## src/rtl/rv32i_types.sv

```systemverilog
// Shared front-end types: sequencer state encoding and flush counter width.
package rv32i_types;

  typedef enum logic [1:0] {
    RUN    = 2'd0,
    FLUSH  = 2'd1,
    REFILL = 2'd2
  } frontend_state_t;

  localparam int unsigned FLUSH_CNT_W = 4;

endpackage

```

## src/rtl/sat_counter.sv

```systemverilog
// Saturating up-counter with synchronous active-low reset.
module sat_counter #(
  parameter int unsigned CNT_W = 32
) (
  input  logic             clk,
  input  logic             rst,
  input  logic             en,
  output logic [CNT_W-1:0] count
);

  always_ff @(posedge clk) begin
    if (!rst) begin
      count <= '0;
    end else if (en && (count != '1)) begin
      count <= count + CNT_W'(1);
    end
  end

endmodule

```

## src/rtl/frontend_flow_ctrl.sv

```systemverilog
// Front-end sequencer: iqueue pop control, decode slot tracking, jump flush/redirect,
// per-cause stall counters and a sticky hang watchdog.
module frontend_flow_ctrl
  import rv32i_types::*;
#(
  parameter int unsigned FLUSH_CYCLES = 2,
  parameter int unsigned WDOG_W       = 10,
  parameter int unsigned CNT_W        = 32
) (
  input  logic             clk,
  input  logic             rst,
  input  logic             iqueue_empty,
  output logic             iqueue_deq,
  input  logic             rename_accept,
  input  logic             rob_full,
  input  logic             rs_full,
  input  logic             freelist_empty,
  input  logic             jump_commit,
  input  logic [31:0]      jump_target_pc,
  output logic             flush_frontend,
  output logic             redirect_valid,
  output logic [31:0]      redirect_pc,
  output logic             dec_valid,
  output logic [CNT_W-1:0] stall_rob_cnt,
  output logic [CNT_W-1:0] stall_rs_cnt,
  output logic [CNT_W-1:0] stall_fl_cnt,
  output logic             hang
);

  frontend_state_t        state_q, state_d;
  logic [FLUSH_CNT_W-1:0] fcnt_q, fcnt_d;
  logic [WDOG_W-1:0]      wdog_q, wdog_nx;
  logic                   blocked, stall_en;

  assign blocked  = dec_valid && !rename_accept;
  assign stall_en = (state_q == RUN) && blocked && !jump_commit;
  assign wdog_nx  = (wdog_q == '1) ? wdog_q : wdog_q + WDOG_W'(1);

  always_ff @(posedge clk) begin
    if (!rst) begin
      state_q <= RUN;
      fcnt_q  <= '0;
    end else begin
      state_q <= state_d;
      fcnt_q  <= fcnt_d;
    end
  end

  always_comb begin
    state_d = state_q;
    fcnt_d  = fcnt_q;
    if (jump_commit) begin
      state_d = FLUSH;
      fcnt_d  = FLUSH_CNT_W'(FLUSH_CYCLES - 1);
    end else begin
      case (state_q)
        FLUSH: begin
          if (fcnt_q == '0) state_d = REFILL;
          else              fcnt_d  = fcnt_q - FLUSH_CNT_W'(1);
        end
        REFILL:  if (!iqueue_empty) state_d = RUN;
        RUN:     state_d = RUN;
        default: state_d = RUN;
      endcase
    end
  end

  // Gated by rst so the decode register never loads while the block is held in reset.
  always_comb begin
    iqueue_deq = rst && (state_q == RUN) && !iqueue_empty && !blocked && !jump_commit;
  end

  always_ff @(posedge clk) begin
    if (!rst) begin
      flush_frontend <= 1'b0;
      redirect_valid <= 1'b0;
      redirect_pc    <= '0;
      dec_valid      <= 1'b0;
      wdog_q         <= '0;
      hang           <= 1'b0;
    end else begin
      flush_frontend <= (state_d == FLUSH);
      redirect_valid <= (state_q == FLUSH) && (fcnt_q == '0) && !jump_commit;
      if (jump_commit) redirect_pc <= jump_target_pc;
      if ((state_q == RUN) && !jump_commit) begin
        if (iqueue_deq)         dec_valid <= 1'b1;
        else if (rename_accept) dec_valid <= 1'b0;
      end else begin
        dec_valid <= 1'b0;
      end
      if (stall_en) begin
        wdog_q <= wdog_nx;
        if (wdog_nx == '1) hang <= 1'b1;
      end else begin
        wdog_q <= '0;
      end
    end
  end

  sat_counter #(.CNT_W(CNT_W)) u_cnt_rob (
    .clk   (clk),
    .rst   (rst),
    .en    (stall_en && rob_full),
    .count (stall_rob_cnt)
  );

  sat_counter #(.CNT_W(CNT_W)) u_cnt_rs (
    .clk   (clk),
    .rst   (rst),
    .en    (stall_en && !rob_full && rs_full),
    .count (stall_rs_cnt)
  );

  sat_counter #(.CNT_W(CNT_W)) u_cnt_fl (
    .clk   (clk),
    .rst   (rst),
    .en    (stall_en && !rob_full && !rs_full && freelist_empty),
    .count (stall_fl_cnt)
  );

endmodule

```

## config.mk

```make
export PLATFORM = sky130hd
export DESIGN_NAME = frontend_flow_ctrl
export DESIGN_NICKNAME = d
export VERILOG_FILES = /design/src/rtl/rv32i_types.sv /design/src/rtl/sat_counter.sv /design/src/rtl/frontend_flow_ctrl.sv
export SDC_FILE = /design/constraint.sdc
export NUM_CORES = 1
export LEC_CHECK = 0
export ABC_CLOCK_PERIOD_IN_PS = 3300
export BUFFER_PORTS_ARGS = -buffer_cell sky130_fd_sc_hd__buf_2
export CAP_MARGIN = 20
export CORE_MARGIN = 10
export CORE_UTILIZATION = 40
export DETAILED_ROUTE_END_ITERATION = 6
export SLEW_MARGIN = 20
export SYNTH_ARGS = -nofsm -noshare
export SYNTH_HDL_FRONTEND = slang
export SYNTH_SLANG_ARGS = --single-unit
export TNS_END_PERCENT = 50
```

## constraint.sdc

```tcl
create_clock -name clk -period 3.3 [get_ports clk]
set_input_delay 0.66 -clock clk [delete_from_list [all_inputs] [get_ports clk]]
set_output_delay 0.66 -clock clk [all_outputs]
set_load 0.01 [all_outputs]
```

==> impl_metrics.csv <==
group,metric,value,unit
outcome,run_status,"finished, final reports clean",
floorplanning,die_x,152,um
sta,fin_skew,0.00887,ns
power_and_ir_drop,seqPwrFrac,0.444,
floorplanning,fp-row-count,48,
setup_path,worstPathRequired,3.64,ns
sta,hold_ws,0.451,ns
cts,clk_pin_slew,0.06,ns
cts,cts_tree,"yes",
synth,synthCells,825,
sta,finalSetupViolCount,0,
worst_hold_path,hold_path_depth,2,
synth,avgSynthCellArea,8.46,um^2
drt,via_per_inst,5.49,
place,hpwl,14000,um
drt,drt_iter0_drc,324,
cts,insertion_delay,0.42,ns
place,place_inst,1191,
synth,ys_seq_elements,148,
place,numPortBuffers,172,
sta,fin_crit,2.56,ns
synth,synthArstFlopShare,0,
cts,cts_resized,0,
worst_hold_path,whs_endpoint,"hang",
setup_path,r2r_slack,0.74,ns
sta,max_slew_margin,0.422,
sta,finalHoldViolCount,0,
cts,cts_max_level,4,
setup_path,crit_fanout,7,
drt,drc_errors,0,
finish,nNetsFinal,1033,
synth,syn_nets,873,
global_routing,grt_pass1_wl,32000,um
finish,seq_area,0.00296,mm^2
drt,vias,6703,
drt,firstDrtPassIters,4,
synth,synth-edff-count,0,
power_and_ir_drop,internal-power,3.26,mW
setup_path,path_class,"flop to flop",
sta,max_freq,391,MHz
cts,holdBufCountCts,0,
global_routing,antenna_found_initial,0,
floorplanning,die_h,152,um
job,maxCapViolations,0,
power_and_ir_drop,powerDensity,473,mW/mm^2
synth,seq_area_frac_synth,0.424,
setup_path,critPathLaunchType,"flop",
finish,finalNonFillerCells,1220,
setup_path,crit_path_cell_trace,"nand4_2 > or4_4 > or4_1 > or4_1 > a21oi_1",
sta,finalSetupTns,0,ns
cts,cts.path.max_buffers,2,
cts,numCtsBuffers,17,
setup_path,timing.rr.end,"u_cnt_rs.count[30]",
setup_path,ff2ff_path_depth,5,
finish,multi_input_area,0.00380,mm^2
power_and_ir_drop,leakage,3.38,nW
global_routing,grt_util_all_layers,0.161,
drt,avgRoutedWirePerCell,15.8,um
power_and_ir_drop,switching_share,0.209,
floorplanning,io_pins,173,
setup_path,crit_path_start,"u_cnt_rs.count[8]",
setup_path,cp.arrival,2.90,ns
worst_hold_path,min_path_type,"flop to flop",
global_routing,grt_pass1_vias,6249,
cts,cts_setup_buffers,0,
finish,drive_gt1_frac,0.225,
finish,num_antenna_cells,0,
synth,synth_area,0.00698,mm^2
synth,yosysWarnings,0,
floorplanning,initial_core_util,0.406,
sta,period_share,0.774,
power_and_ir_drop,p_switching,0.859,mW
drt,wl,19200,um
setup_path,setup.worst_path.end_class,"flop",
global_routing,grt_max_degree,56,
floorplanning,fp.coreArea,0.0172,mm^2
global_routing,grt_overflow,0,
sta,drv_slew,0,
sta,tightestPinTransition,0.865,ns
setup_path,crit_path_top_delay_cell,"or4_1",
power_and_ir_drop,combPwrFrac,0.044,
synth,netlist-cell-type-count,53,
setup_path,cp_common_cell,"or4_1",
worst_hold_path,min-delay-start,"hang",
cts,cts-root-buf,"clkbuf_16",
power_and_ir_drop,ir_worst_vdd,0.363,mV
sta,rsz0062_at_grt,"no",
finish,syn_to_final_growth,24.6,%
cts,cts_sinks,148,
finish,final_core_util,0.507,
drt,ant_nets,0,
floorplanning,die-area,0.0231,mm^2
setup_path,critPathMaxStageDelay,0.61,ns
synth,ys.flop_type,"dfxtp_1",
setup_path,reg2reg_from,"u_cnt_rs.count[8]",
place,gp_congestion,0.817,
power_and_ir_drop,power,4.12,mW
finish,fillers,1688,
power_and_ir_drop,p_clk_frac,0.512,
==> cell families (layout without fill, tap and decap cells) <==
logic type,after synthesis,in the layout,synth area share
adders and majority gates,8,8,0.0143
muxes,50,50,0.0717
buffers and inverters,59,229,0.0323
and+or+nand+nor,381,381,0.299
DFF,148,148,0.424
xor gates and xnor gates,15,15,0.0188
AOI/OAI and AO/OA,164,164,0.140
==> routing by layer <==
layer | GRT usage | share of wire
met1 | 0.208 | 0.47
met2 | 0.248 | 0.45
met3 | 0.0519 | 0.075
met4 | 0.0527 | 0.011
met5 | 0 | 0
==> how the worst max path moves through the flow <==
| stage | endpoint | slack [ns] | depth (start not counted) |
|---|---|---|---|
| global route | u_cnt_rob.count[3] | 0.59 | 6 |
| finish | u_cnt_rs.count[30] | 0.74 | 5 |
| floorplan | u_cnt_rs.count[30] | 0.75 | 6 |
| detailed placement | u_cnt_rs.count[30] | 0.62 | 6 |
| CTS | u_cnt_rs.count[30] | 0.76 | 5 |
| global placement | u_cnt_rs.count[30] | 0.64 | 6 |
==> state kept, by name (all words and copies together), names as in the netlist <==
signal,flops
dec_valid,1
fcnt_q,4
flush_frontend,1
hang,1
redirect_pc,32
redirect_valid,1
state_q,2
u_cnt_fl.count,32
u_cnt_rob.count,32
u_cnt_rs.count,32
wdog_q,10
==> cell type report <==
type	instances	share of cell area
Tap cell	225	0.0324
Multi-Input combinational cell	618	0.437
Timing Repair Buffer	183	0.110
Clock buffer	20	0.0525
Clock inverter	9	0.0206
Sequential cell	148	0.341
Inverter	17	0.00748
==> cells in the mapped netlist, types with 2 or more instances <==
master    instances  area share
clkbuf_1         33       0.018
xor2_1            8       0.010
o211ai_1          5      0.0054
nor2b_1           4      0.0036
nor2_1           69       0.037
and2_1            7      0.0063
o41ai_1           4      0.0050
or2_2             5      0.0045
ha_1              8       0.014
a21oi_1          67       0.048
xnor2_1           7      0.0088
nand3_1          43       0.031
inv_1            16      0.0086
nor4b_1           4      0.0050
or3_1            39       0.035
nor3b_1           5      0.0054
o31ai_1          28       0.030
and3_1           11      0.0099
o21ai_0          42       0.030
buf_1             6      0.0032
nand3b_1          5      0.0054
nor3_1           11      0.0079
nor4_1           16       0.014
buf_2             2      0.0014
and3b_1           2      0.0025
nand2b_1         20       0.018
and4_1            7      0.0088
nand2_1          68       0.037
a31o_2            2      0.0025
o311ai_0          3      0.0038
mux2i_1          50       0.072
nand4_1          28       0.025
a211oi_1          3      0.0032
dfxtp_1         148        0.42
or4_1            31       0.033
==> layout by cell type (no fill, tap or decap), drive strengths merged, types with 2 or more instances in the layout <==
cell type	netlist	routed
and3b	2	2
nor4b	4	4
o31ai	29	29
or2	5	5
nor3b	5	5
nor2b	4	4
xor2	8	8
nand3	43	43
a31o	2	2
o211ai	5	5
dfxtp	148	148
clkbuf	34	20
nand3b	5	5
nor2	69	69
nor3	11	11
bufinv	0	5
inv	16	16
clkinv	1	3
ha	8	8
mux2i	50	50
nor4	16	16
buf	8	183
nand4	29	29
o311ai	3	3
a211oi	3	3
and2	7	7
xnor2	7	7
or3	39	39
clkinvlp	0	2
nand2	68	68
nand2b	20	20
a21oi	67	67
and3	11	11
o41ai	4	4
and4	7	7
or4	32	32
o21ai	43	43
==> per-stage QoR <==
stage | setup WS (ns) | instance area, um^2
CTS | 0.755 | 8700
global route | 0.592 | 8700
global placement | 0.641 | 8070
detailed placement | 0.622 | 8070
floorplan | 0.748 | 6980
finish | 0.745 | 8700
==> power by group through the flow <==
stage	combinational [mW]	clock (mW)	sequential, mW
floorplan	0.0932	0	1.88
global placement	0.182	0	1.87
detailed placement	0.186	0	1.87
CTS	0.185	2.16	1.83
global route	0.206	2.23	1.83
finish	0.181	2.11	1.83
==> worst max-delay path: cells and delay by family (launching register included) <==
family / cells / cell delay (ns)
compound gates: 1 / 0.14
flops: 1 / 0.44
simple gates: 4 / 1.90
No activity file was read; power rests on OpenSTA's default activity.
